**src/rtl/rll_key_loader_if.sv**
```systemverilog
// ---------------------------------------------------------------------------
// rll_key_loader_if
//   Valid/ready stream carrying key words from key storage to the loader.
//
//   Signals
//     kw_valid  source -> loader  key word valid
//     kw_data   source -> loader  key word, WORD_W bits (word 0 = key LSBs)
//     kw_ready  loader -> source  loader accepts the word this cycle
//
//   Modports
//     master : key storage side (drives valid/data, observes ready)
//     slave  : loader side (observes valid/data, drives ready)
// ---------------------------------------------------------------------------
interface rll_key_loader_if #(
    parameter int WORD_W = 8
);
    logic              kw_valid;
    logic [WORD_W-1:0] kw_data;
    logic              kw_ready;

    modport master (
        output kw_valid,
        output kw_data,
        input  kw_ready
    );

    modport slave (
        input  kw_valid,
        input  kw_data,
        output kw_ready
    );
endinterface

```
**src/rtl/rll_key_loader.sv**
```systemverilog
// ---------------------------------------------------------------------------
// rll_key_loader
//   Delivers the key to an RLL-locked combinational core. The key is fetched
//   as NWORDS = KEY_W/WORD_W words over a valid/ready stream, assembled in a
//   shadow register and only then committed in a single cycle to key_out, so
//   the core never sees a partially loaded key. The core's primary outputs
//   are forced to zero until a complete key is armed. A zeroize pulse wipes
//   the key from every register and returns the loader to IDLE.
//   KEY_W must be an integer multiple of WORD_W.
//
//   Ports
//     clk        in   rising-edge clock
//     rst        in   asynchronous active-high reset
//     start      in   pulse: begin a key fetch (honoured in IDLE/ARMED/ERROR)
//     zeroize    in   pulse: clear key, drop armed, return to IDLE
//     kif        slave modport of rll_key_loader_if (kw_valid/kw_data/kw_ready)
//     key_out    out  key bus to the core, bit i -> keyIn_0_i
//     core_out   in   raw locked-core outputs (LSB = n101)
//     gated_out  out  core_out while armed, otherwise all zeros
//     armed      out  a complete key is committed and outputs are released
//     busy       out  fetch or commit in progress
//     err        out  sticky word-timeout flag, cleared by start/zeroize/rst
// ---------------------------------------------------------------------------
module rll_key_loader #(
    parameter int KEY_W   = 32,
    parameter int WORD_W  = 8,
    parameter int TMO_W   = 8,
    parameter int TMO_MAX = 200,
    parameter int OUT_W   = 32
) (
    input  logic             clk,
    input  logic             rst,
    input  logic             start,
    input  logic             zeroize,
    rll_key_loader_if.slave  kif,
    output logic [KEY_W-1:0] key_out,
    input  logic [OUT_W-1:0] core_out,
    output logic [OUT_W-1:0] gated_out,
    output logic             armed,
    output logic             busy,
    output logic             err
);

    localparam int NWORDS = KEY_W / WORD_W;
    localparam int CNT_W  = (NWORDS > 1) ? $clog2(NWORDS) : 1;

    localparam logic [CNT_W-1:0] LAST_WORD = CNT_W'(NWORDS - 1);
    localparam logic [TMO_W-1:0] TMO_LAST  = TMO_W'(TMO_MAX - 1);

    typedef enum logic [2:0] {
        ST_IDLE   = 3'd0,
        ST_FETCH  = 3'd1,
        ST_COMMIT = 3'd2,
        ST_ARMED  = 3'd3,
        ST_ERROR  = 3'd4
    } state_t;

    // Registered state and outputs
    state_t             state_r;
    logic [KEY_W-1:0]   shadow_r;
    logic [CNT_W-1:0]   word_cnt_r;
    logic [TMO_W-1:0]   tmo_r;
    logic [KEY_W-1:0]   key_out_r;
    logic               armed_r;
    logic               err_r;
    logic               kw_ready_r;
    logic               busy_r;

    // Next-state values
    state_t             state_s;
    logic [KEY_W-1:0]   shadow_s;
    logic [CNT_W-1:0]   word_cnt_s;
    logic [TMO_W-1:0]   tmo_s;
    logic [KEY_W-1:0]   key_out_s;
    logic               armed_s;
    logic               err_s;
    logic               kw_ready_s;
    logic               busy_s;

    logic               handshake_s;

    // kw_ready_r is high exactly while in FETCH, so this is the accept strobe.
    assign handshake_s = kif.kw_valid & kw_ready_r;

    // Next-state and next-output logic for the loader sequence.
    always_comb begin
        state_s    = state_r;
        shadow_s   = shadow_r;
        word_cnt_s = word_cnt_r;
        tmo_s      = tmo_r;
        key_out_s  = key_out_r;
        armed_s    = armed_r;
        err_s      = err_r;

        if (zeroize) begin
            // Zeroize wins over start and over an accepted word in the same cycle.
            state_s    = ST_IDLE;
            shadow_s   = {KEY_W{1'b0}};
            word_cnt_s = {CNT_W{1'b0}};
            tmo_s      = {TMO_W{1'b0}};
            key_out_s  = {KEY_W{1'b0}};
            armed_s    = 1'b0;
            err_s      = 1'b0;
        end else begin
            case (state_r)
                ST_IDLE, ST_ARMED, ST_ERROR: begin
                    if (start) begin
                        // The previous key (and armed) stay live until COMMIT.
                        state_s    = ST_FETCH;
                        shadow_s   = {KEY_W{1'b0}};
                        word_cnt_s = {CNT_W{1'b0}};
                        tmo_s      = {TMO_W{1'b0}};
                        err_s      = 1'b0;
                    end else begin
                        state_s    = state_r;
                    end
                end

                ST_FETCH: begin
                    if (handshake_s) begin
                        for (int w = 0; w < NWORDS; w++) begin
                            shadow_s[w*WORD_W +: WORD_W] =
                                (word_cnt_r == CNT_W'(w)) ? kif.kw_data
                                                          : shadow_r[w*WORD_W +: WORD_W];
                        end
                        tmo_s = {TMO_W{1'b0}};
                        if (word_cnt_r == LAST_WORD) begin
                            state_s    = ST_COMMIT;
                            word_cnt_s = {CNT_W{1'b0}};
                        end else begin
                            word_cnt_s = word_cnt_r + CNT_W'(1);
                        end
                    end else if (tmo_r == TMO_LAST) begin
                        // Key source stalled: drop everything, including any
                        // previously armed key, and flag the error.
                        state_s    = ST_ERROR;
                        shadow_s   = {KEY_W{1'b0}};
                        word_cnt_s = {CNT_W{1'b0}};
                        tmo_s      = {TMO_W{1'b0}};
                        key_out_s  = {KEY_W{1'b0}};
                        armed_s    = 1'b0;
                        err_s      = 1'b1;
                    end else begin
                        tmo_s      = tmo_r + TMO_W'(1);
                    end
                end

                ST_COMMIT: begin
                    // Atomic hand-over; the shadow copy is wiped once used.
                    state_s    = ST_ARMED;
                    key_out_s  = shadow_r;
                    shadow_s   = {KEY_W{1'b0}};
                    armed_s    = 1'b1;
                end

                default: begin
                    // Unreachable encoding: recover to a safe, keyless IDLE.
                    state_s    = ST_IDLE;
                    shadow_s   = {KEY_W{1'b0}};
                    word_cnt_s = {CNT_W{1'b0}};
                    tmo_s      = {TMO_W{1'b0}};
                    key_out_s  = {KEY_W{1'b0}};
                    armed_s    = 1'b0;
                    err_s      = 1'b0;
                end
            endcase
        end

        // Status flags are registered from the next state so they line up with it.
        kw_ready_s = (state_s == ST_FETCH);
        busy_s     = (state_s == ST_FETCH) || (state_s == ST_COMMIT);
    end

    // State and output registers; rst clears everything immediately.
    always_ff @(posedge clk or posedge rst) begin
        if (rst) begin
            state_r    <= ST_IDLE;
            shadow_r   <= {KEY_W{1'b0}};
            word_cnt_r <= {CNT_W{1'b0}};
            tmo_r      <= {TMO_W{1'b0}};
            key_out_r  <= {KEY_W{1'b0}};
            armed_r    <= 1'b0;
            err_r      <= 1'b0;
            kw_ready_r <= 1'b0;
            busy_r     <= 1'b0;
        end else begin
            state_r    <= state_s;
            shadow_r   <= shadow_s;
            word_cnt_r <= word_cnt_s;
            tmo_r      <= tmo_s;
            key_out_r  <= key_out_s;
            armed_r    <= armed_s;
            err_r      <= err_s;
            kw_ready_r <= kw_ready_s;
            busy_r     <= busy_s;
        end
    end

    assign kif.kw_ready = kw_ready_r;
    assign key_out      = key_out_r;
    assign armed        = armed_r;
    assign busy         = busy_r;
    assign err          = err_r;

    // Output masking follows armed combinationally so it releases with the key.
    assign gated_out    = core_out & {OUT_W{armed_r}};

endmodule

```
**src/flat_wrapper.sv**
```systemverilog
// flat-port wrapper written by rule: the top's interface ports become plain ports
module rll_key_loader_flat 
#(
    parameter int KEY_W   = 32,
    parameter int WORD_W  = 8,
    parameter int TMO_W   = 8,
    parameter int TMO_MAX = 200,
    parameter int OUT_W   = 32
)
  (clk, rst, start, zeroize, key_out, core_out, gated_out, armed, busy, err, kif_kw_valid, kif_kw_data, kif_kw_ready);
  rll_key_loader_if #(.WORD_W(WORD_W)) kif_i ();
  input  logic clk;
  input  logic rst;
  input  logic start;
  input  logic zeroize;
  output logic [KEY_W-1:0] key_out;
  input  logic [OUT_W-1:0] core_out;
  output logic [OUT_W-1:0] gated_out;
  output logic armed;
  output logic busy;
  output logic err;
  input wire logic [$bits(kif_i.kw_valid)-1:0] kif_kw_valid;
  input wire logic [$bits(kif_i.kw_data)-1:0] kif_kw_data;
  output wire logic [$bits(kif_i.kw_ready)-1:0] kif_kw_ready;
  assign kif_i.kw_valid = kif_kw_valid;
  assign kif_i.kw_data = kif_kw_data;
  assign kif_kw_ready = kif_i.kw_ready;
  rll_key_loader #(.KEY_W(KEY_W), .WORD_W(WORD_W), .TMO_W(TMO_W), .TMO_MAX(TMO_MAX), .OUT_W(OUT_W)) u_core (.clk(clk), .rst(rst), .start(start), .zeroize(zeroize), .kif(kif_i), .key_out(key_out), .core_out(core_out), .gated_out(gated_out), .armed(armed), .busy(busy), .err(err));
endmodule
```
**config.mk**
```make
export PLATFORM = sky130hd
export DESIGN_NAME = rll_key_loader_flat
export DESIGN_NICKNAME = d
export VERILOG_FILES = /design/src/rtl/rll_key_loader_if.sv /design/src/rtl/rll_key_loader.sv /design/src/flat_wrapper.sv
export SDC_FILE = /design/constraint.sdc
export NUM_CORES = 1
export LEC_CHECK = 0
export ABC_AREA = 1
export BUFFER_PORTS_ARGS = -buffer_cell sky130_fd_sc_hd__buf_2
export CORE_MARGIN = 2
export CORE_UTILIZATION = 52
export CTS_BUF_LIST = sky130_fd_sc_hd__clkbuf_16
export DETAILED_ROUTE_END_ITERATION = 8
export PLACE_DENSITY = 0.87
export SETUP_SLACK_MARGIN = 0.15
export SYNTH_ARGS = -nofsm -noshare
export SYNTH_HDL_FRONTEND = slang
export SYNTH_SLANG_ARGS = --single-unit
```
**constraint.sdc**
```tcl
create_clock -name clk -period 2.8 [get_ports clk]
set_input_delay 0.42 -clock clk [delete_from_list [all_inputs] [get_ports clk]]
set_output_delay 0.42 -clock clk [all_outputs]
set_load 0.01 [all_outputs]
```
==> results of run 1 <==
[metrics by stage]
stage | total power [mW] | setup slack (ns) | hold slack (ns) | std cells
after floorplan | 1.337 | 0.2999 | 0.4422 | 506
after global placement | 1.380 | 0.7304 | 0.3898 | 699
after detailed placement | 1.387 | 0.6000 | 0.3906 | 699
after CTS | 2.625 | 0.7101 | 0.03799 | 715
after global routing | 2.692 | 0.4751 | 0.04178 | 715
final | 2.601 | 0.6914 | 0.03654 | 715
[final cells by class]
| type | instances | area, µm² | share of cell area [%] |
|---|---|---|---|
| Sequential cell | 81 | 2027 | 41.72 |
| Multi-Input combinational cell | 346 | 1569 | 32.29 |
| Timing Repair Buffer | 117 | 610.6 | 12.57 |
| Clock buffer | 9 | 225.2 | 4.636 |
| Inverter | 56 | 210.2 | 4.327 |
| Tap cell | 99 | 123.9 | 2.550 |
| Clock inverter | 7 | 92.59 | 1.906 |
[kinds of logic after synthesis]
family / Yosys count / share of synthesized area (%)
fa+ha+maj: 5 / 1.572
buf+inv: 79 / 9.651
flops: 81 / 50.93
xor+xnor: 1 / 0.2201
compound gates: 15 / 1.980
simple gates: 325 / 35.65
[worst register-to-register path, delay by kind of cell (launching register included)]
family	cells	cell delay [ns]
adder cells (fa/ha/maj)	1	0.24
flip-flops	1	0.44
AND/OR/NAND/NOR	7	1.31
[worst paths after layout]
| kind | start | endpoint | slack [ns] | depth (start not counted) |
|---|---|---|---|---|
| setup / recovery | u_core.tmo_r[0] | u_core.shadow_r[8] | 0.69 | 8 |
| min in group clk | start | u_core.state_r[2] | 0.43 | 4 |
| hold reg to reg | u_core.key_out[23] | u_core.key_out[23] | 0.47 | 2 |
| setup reg to reg | u_core.tmo_r[0] | u_core.shadow_r[8] | 0.69 | 8 |
| max in group asynchronous | rst | u_core.tmo_r[2] | 2.13 | 3 |
| hold / removal | rst | u_core.key_out[24] | 0.04 | 2 |
[cells in the final DEF, fill, tap and decap left out, types with 4 or more instances in the layout]
cell,count
nand2_2,5
nand3_1,22
dfrtp_1,81
nor3_1,10
a21oi_1,6
inv_1,54
buf_2,112
nand4_1,35
buf_4,4
nand2_1,226
ha_1,5
o21ai_0,7
clkbuf_16,9
nor2_1,20
[report_power, final]
part / total (mW) / switching, mW / leakage [nW] / internal (mW)
Sequential: 1.19 / 0.0103 / 1.13 / 1.18
Clock: 1.24 / 0.456 / 0.160 / 0.780
Combinational: 0.174 / 0.121 / 1.81 / 0.0525
[registers in the layout (all words and copies together) (netlist names)]
signal / count
u_core.shadow_r: 32
u_core.err: 1
u_core.kif.kw_ready: 1
u_core.key_out: 32
u_core.tmo_r: 8
u_core.word_cnt_r: 2
u_core.busy: 1
u_core.armed: 1
u_core.state_r: 3
[layer usage]
layer / GRT usage [%] / routed length (µm) / up-vias / part of all wire [%]
li1: - / - / 1793 / -
met1: 31.03 / 4048 / 1662 / 44
met2: 38.97 / 4494 / 148 / 49
met3: 5.394 / 560 / 10 / 6.1
met4: 5.682 / 98 / 0 / 1.1
met5: 0 / 0 / - / 0
==> summary.md, run 1 <==
| Metric | Value |
|---|---|
| Final Hold Fails | 0 |
| Routed WL | 9201 µm |
| Drt pass-1 iters | 5 |
| Clock buffer depth | 2 |
| Largest net degree at the start of global routing | 68 |
| Cell Area, Placed | 0.004541 mm² |
| Worst Clk Skew | 0.005491 ns |
| CP Class | flop to flop |
| Crit-path most repeated cell | nand2_1 |
| Synthesized net count | 556 |
| Number of synthesized register bits | 81 |
| Number of global-route vias before repair | 3406 |
| Remaining Overflow, GRT | 0 |
| CTS root buf | clkbuf_16 |
| CTS resizes | 0 |
| CP bufs+invs | 0 |
| Site row count | 31 |
| Initial antenna violation count | 0 |
| Count leader, synth | nand2_1 |
| Fillers | 599 |
| Measured slew at the worst slew-check pin | 0.9186 ns |
| Type of the tightest min-delay check | primary input to asynchronous set/reset pin |
| WL per Instance | 12.87 µm |
| Share of the synthesized area in the top cell type | 50.93% |
| Synthesized area | 0.003980 mm² |
| Ports | 113 |
| Slew margin rel. | 38.76% |
| WP data required | 3.02 ns |
| Critical Path, Cell by Cell | ha_1 -> nand2_1 -> nor2_1 -> nand2_1 -> nand3_4 -> nand3_1 -> nand2_1 -> nand2_1 |
| CTS buffer count | 9 |
| Layout area overhead | 22.07% |
| Die Y | 91.49 µm |
| Antenna Violating Nets Remaining | 0 |
| Max-cap viol count | 0 |
| Mapped Cells | 506 |
| Worst vdd ir | 0.3529 mV |
| GRT Overall Usage | 23.40% |
| Synth area leaders | dfrtp_1 (51%), nand2_1 (21%), nand4_1 (5.5%), inv_1 (5.2%), nand3_1 (2.8%) |
| Fraction of layout instances using a drive strength above 1 | 23.86% |
| Wire length of the first global-routing pass | 15840 µm |
| Pwr per Cell Area | 535.4 mW/mm² |
| Final Cycle Share | 75.31% |
| Outcome | complete, no violations |
| Slew Limit Fails | 0 |
| YS warnings | 0 |
| Nets@finish | 661 |
| CP max FO | 41 |
| Clock sink count | 81 |
| Setup Viol. Count Final | 0 |
| Drt first-iter violations | 246 |
| Via density | 5.053 |
| Final design utilization | 66.27% |
| Initial Util | 54.29% |
| Synth Flop Type | dfrtp_1 |
| CP endpoint kind | flop |
| Startpoint types | flop |
| Clk pin slew, worst setup/hold paths | 0.06 ns |
| # H-tree levels | 3 |
| Fmax | 0.4742 GHz |
| TritonCTS clock tree | done |
| RSZ-0062 raised after global routing | false |
| HPWL Detailed | 6619 µm |
| Sequential share of the synthesized area | 50.93% |
| RePlAce Congestion | 0.8809 |
| Worst-Skew Late Latency | 0.33 ns |
| Die Wd | 91.49 µm |
| Post CTS Setup Buffer Count | 0 |
| CP max-delay cell | dfrtp_1 |
| Cts hold-fix bufs | 0 |
| Setup TNS | 0 ns |
| Post-synth cell types | 26 |
| CORE AREA | 0.007331 mm² |
| Synth area leader | dfrtp_1 |
| Antenna diode count | 0 |
| Final non-filler cell area | 0.004858 mm² |
| Drt drc | 0 |
| Worst EP arrival | 2.33 ns |
| Die area | 0.008370 mm² |
| Via count | 3613 |
| Lkg Pwr | 3.093 nW |
| Final min period | 2.109 ns |
| Avg Inst Size Synth | 7.866 µm² |
| Largest delay share family, worst path | simple AND/OR/NAND/NOR gates |
| Synth async-reset ratio | 100.0% |
| Commonest cells in the netlist | nand2_1 (226), dfrtp_1 (81), inv_1 (55), nand4_1 (35), nand3_1 (22) |
| PortBufs | 112 |
| Post-synth EDFFs | 0 |
| Largest stage delay on the critical path | 0.44 ns |
Note: power is estimated with default switching activity, not from simulation.
==> run 2, diff against run 1 <==
- CORE_UTILIZATION: 52 -> 47
- PLACE_DENSITY: 0.87 -> 0.83
- clock period: 2.8 -> 1.9 ns (I/O delays scaled with it)
==> summary.md, run 2 (synthesis gave the netlist of run 1 again) <==
| Metric | Value |
|---|---|
| CTS root buf | clkbuf_16 |
| Final non-filler cell area | 0.005096 mm² |
| Final worst slack | 0.2446 ns |
| RSZ-0062 raised after global routing | true |
| Lkg Pwr | 3.208 nW |
| Slew margin rel. | 71.03% |
| Die Wd | 96.02 µm |
| Outcome | complete, no violations |
| Site row count | 33 |
| Cell Area, Placed | 0.004649 mm² |
| CP max FO | 12 |
| Fmax | 0.6041 GHz |
| PortBufs | 112 |
| Pwr per Cell Area | 756.1 mW/mm² |
| Fraction of layout instances using a drive strength above 1 | 28.59% |
| Drt first-iter violations | 263 |
| CP Class | flop to flop |
| Remaining Overflow, GRT | 0 |
| Worst vdd ir | 0.7213 mV |
| Final Cycle Share | 87.13% |
| Largest net degree at the start of global routing | 56 |
| Worst Clk Skew | 0.008101 ns |
| Slew Limit Fails | 0 |
| Die Y | 96.02 µm |
| Antenna diode count | 0 |
| Number of global-route vias before repair | 3395 |
| Startpoint types | flop |
| WL met2 | 4586 µm |
| Initial Util | 48.44% |
| Worst EP arrival | 1.93 ns |
| WP data required | 2.17 ns |
| RePlAce Congestion | 0.8171 |
| TritonCTS clock tree | done |
| Die area | 0.009220 mm² |
| Worst-Skew Late Latency | 0.34 ns |
| M1 WL | 4354 µm |
| CP endpoint kind | flop |
| Via density | 5.026 |
| Clock buffer depth | 2 |
| WL per Instance | 13.00 µm |
| # H-tree levels | 3 |
| CTS buffer count | 9 |
| Drt pass-1 iters | 4 |
| Antenna Violating Nets Remaining | 0 |
| Measured slew at the worst slew-check pin | 0.4346 ns |
| Commonest non-fill, non-tap cell in the layout | nand2_1 |
| Layout area overhead | 28.04% |
| Setup Viol. Count Final | 0 |
| Drt drc | 0 |
| HPWL Detailed | 6616 µm |
| Initial antenna violation count | 0 |
| DR top layer | met4 |
| Clock sink count | 81 |
| Most frequent cells in the layout | nand2_1 (223), buf_2 (112), dfrtp_1 (80), inv_1 (54), nand4_1 (35) |
| Ports | 113 |
| Max-cap viol count | 0 |
| Setup TNS | 0 ns |
| Final design utilization | 62.02% |
| Nets@finish | 685 |
| Clk pin slew, worst setup/hold paths | 0.06 ns |
| GRT Overall Usage | 21.64% |
| Wire length of the first global-routing pass | 15500 µm |
| Routed WL | 9685 µm |
| Final min period | 1.655 ns |
| Via count | 3744 |
| CORE AREA | 0.008217 mm² |
| Worst slack at placement | 0.1352 ns |
| Routed length on met3 | 607 µm |
| Type of the tightest min-delay check | primary input to asynchronous set/reset pin |
| Final Hold Fails | 0 |
## run 2: cell count changes in the layout (fill, tap and decap cells not counted), moves of 2 or more
cell and change:
buf_4 +21, nand3_2 +6, nand3_1 -5, clkinv_2 -3, clkinvlp_4 +3, nand2_1 -3, nand2_2 +3, inv_6 +2
nor3_1 -2, nor3_2 +2
## run 2: where the power goes
part	switching, mW	internal (mW)
combinational	0.196	0.105
sequential	0.0154	1.74
clock	0.757	1.04
total	0.968	2.89
## run 2: worst paths after layout
kind | startpoint | to | slack [ns] | cells past startpoint
max | u_core.tmo_r[3] | u_core.shadow_r[14] | 0.24 | 6
min | rst | u_core.key_out[11] | 0.03 | 3
max reg2reg | u_core.tmo_r[3] | u_core.shadow_r[14] | 0.24 | 6
min reg2reg | u_core.key_out[25] | u_core.key_out[25] | 0.47 | 2
max in group asynchronous | rst | u_core.key_out[13] | 1.60 | 3
min in group clk | start | u_core.state_r[2] | 0.27 | 4
## run 2: layer usage
metal / vias up / global-route usage [%]
met5: - / 0
met4: 0 / 5.952
met3: 14 / 4.933
met2: 126 / 35.30
met1: 1755 / 29.08
li1: 1849 / -
## run 2: through the flow
step	power [mW]	hold WS, ns	cells
detailed placement	2.053	0.3979	718
global route	3.977	0.05958	745
global placement	2.044	0.3943	718
floorplan	1.971	0.4422	506
finish	3.853	0.03197	745
CTS	3.844	0.03991	734
## run 2: repair_timing
item / in CTS / in global routing
resized for setup: 3 / 10
buffers inserted: 0 / 9
hold buffers: 0 / 0
pin swaps: 0 / 2
gates cloned: 0 / 2
endpoints found under the setup margin: 18 / 74
## run 2: critical path, stage by stage, from the launching register on
cell	delay, ns
dfrtp_1	0.44
nor3_1	0.37
nand2_2	0.16
nand3_4	0.17
buf_4	0.21
nand4_1	0.11
nand2_1	0.12
## run 2: final cells by class
class / instances / area [µm²]
multi-input cells: 348 / 1635
repair buffers: 139 / 779.5
inverters: 56 / 214.0
fillers: 673 / 3120
well taps: 105 / 131.4
clock inverters: 7 / 82.58
flip-flops and latches: 81 / 2028
clock buffers: 9 / 225.2
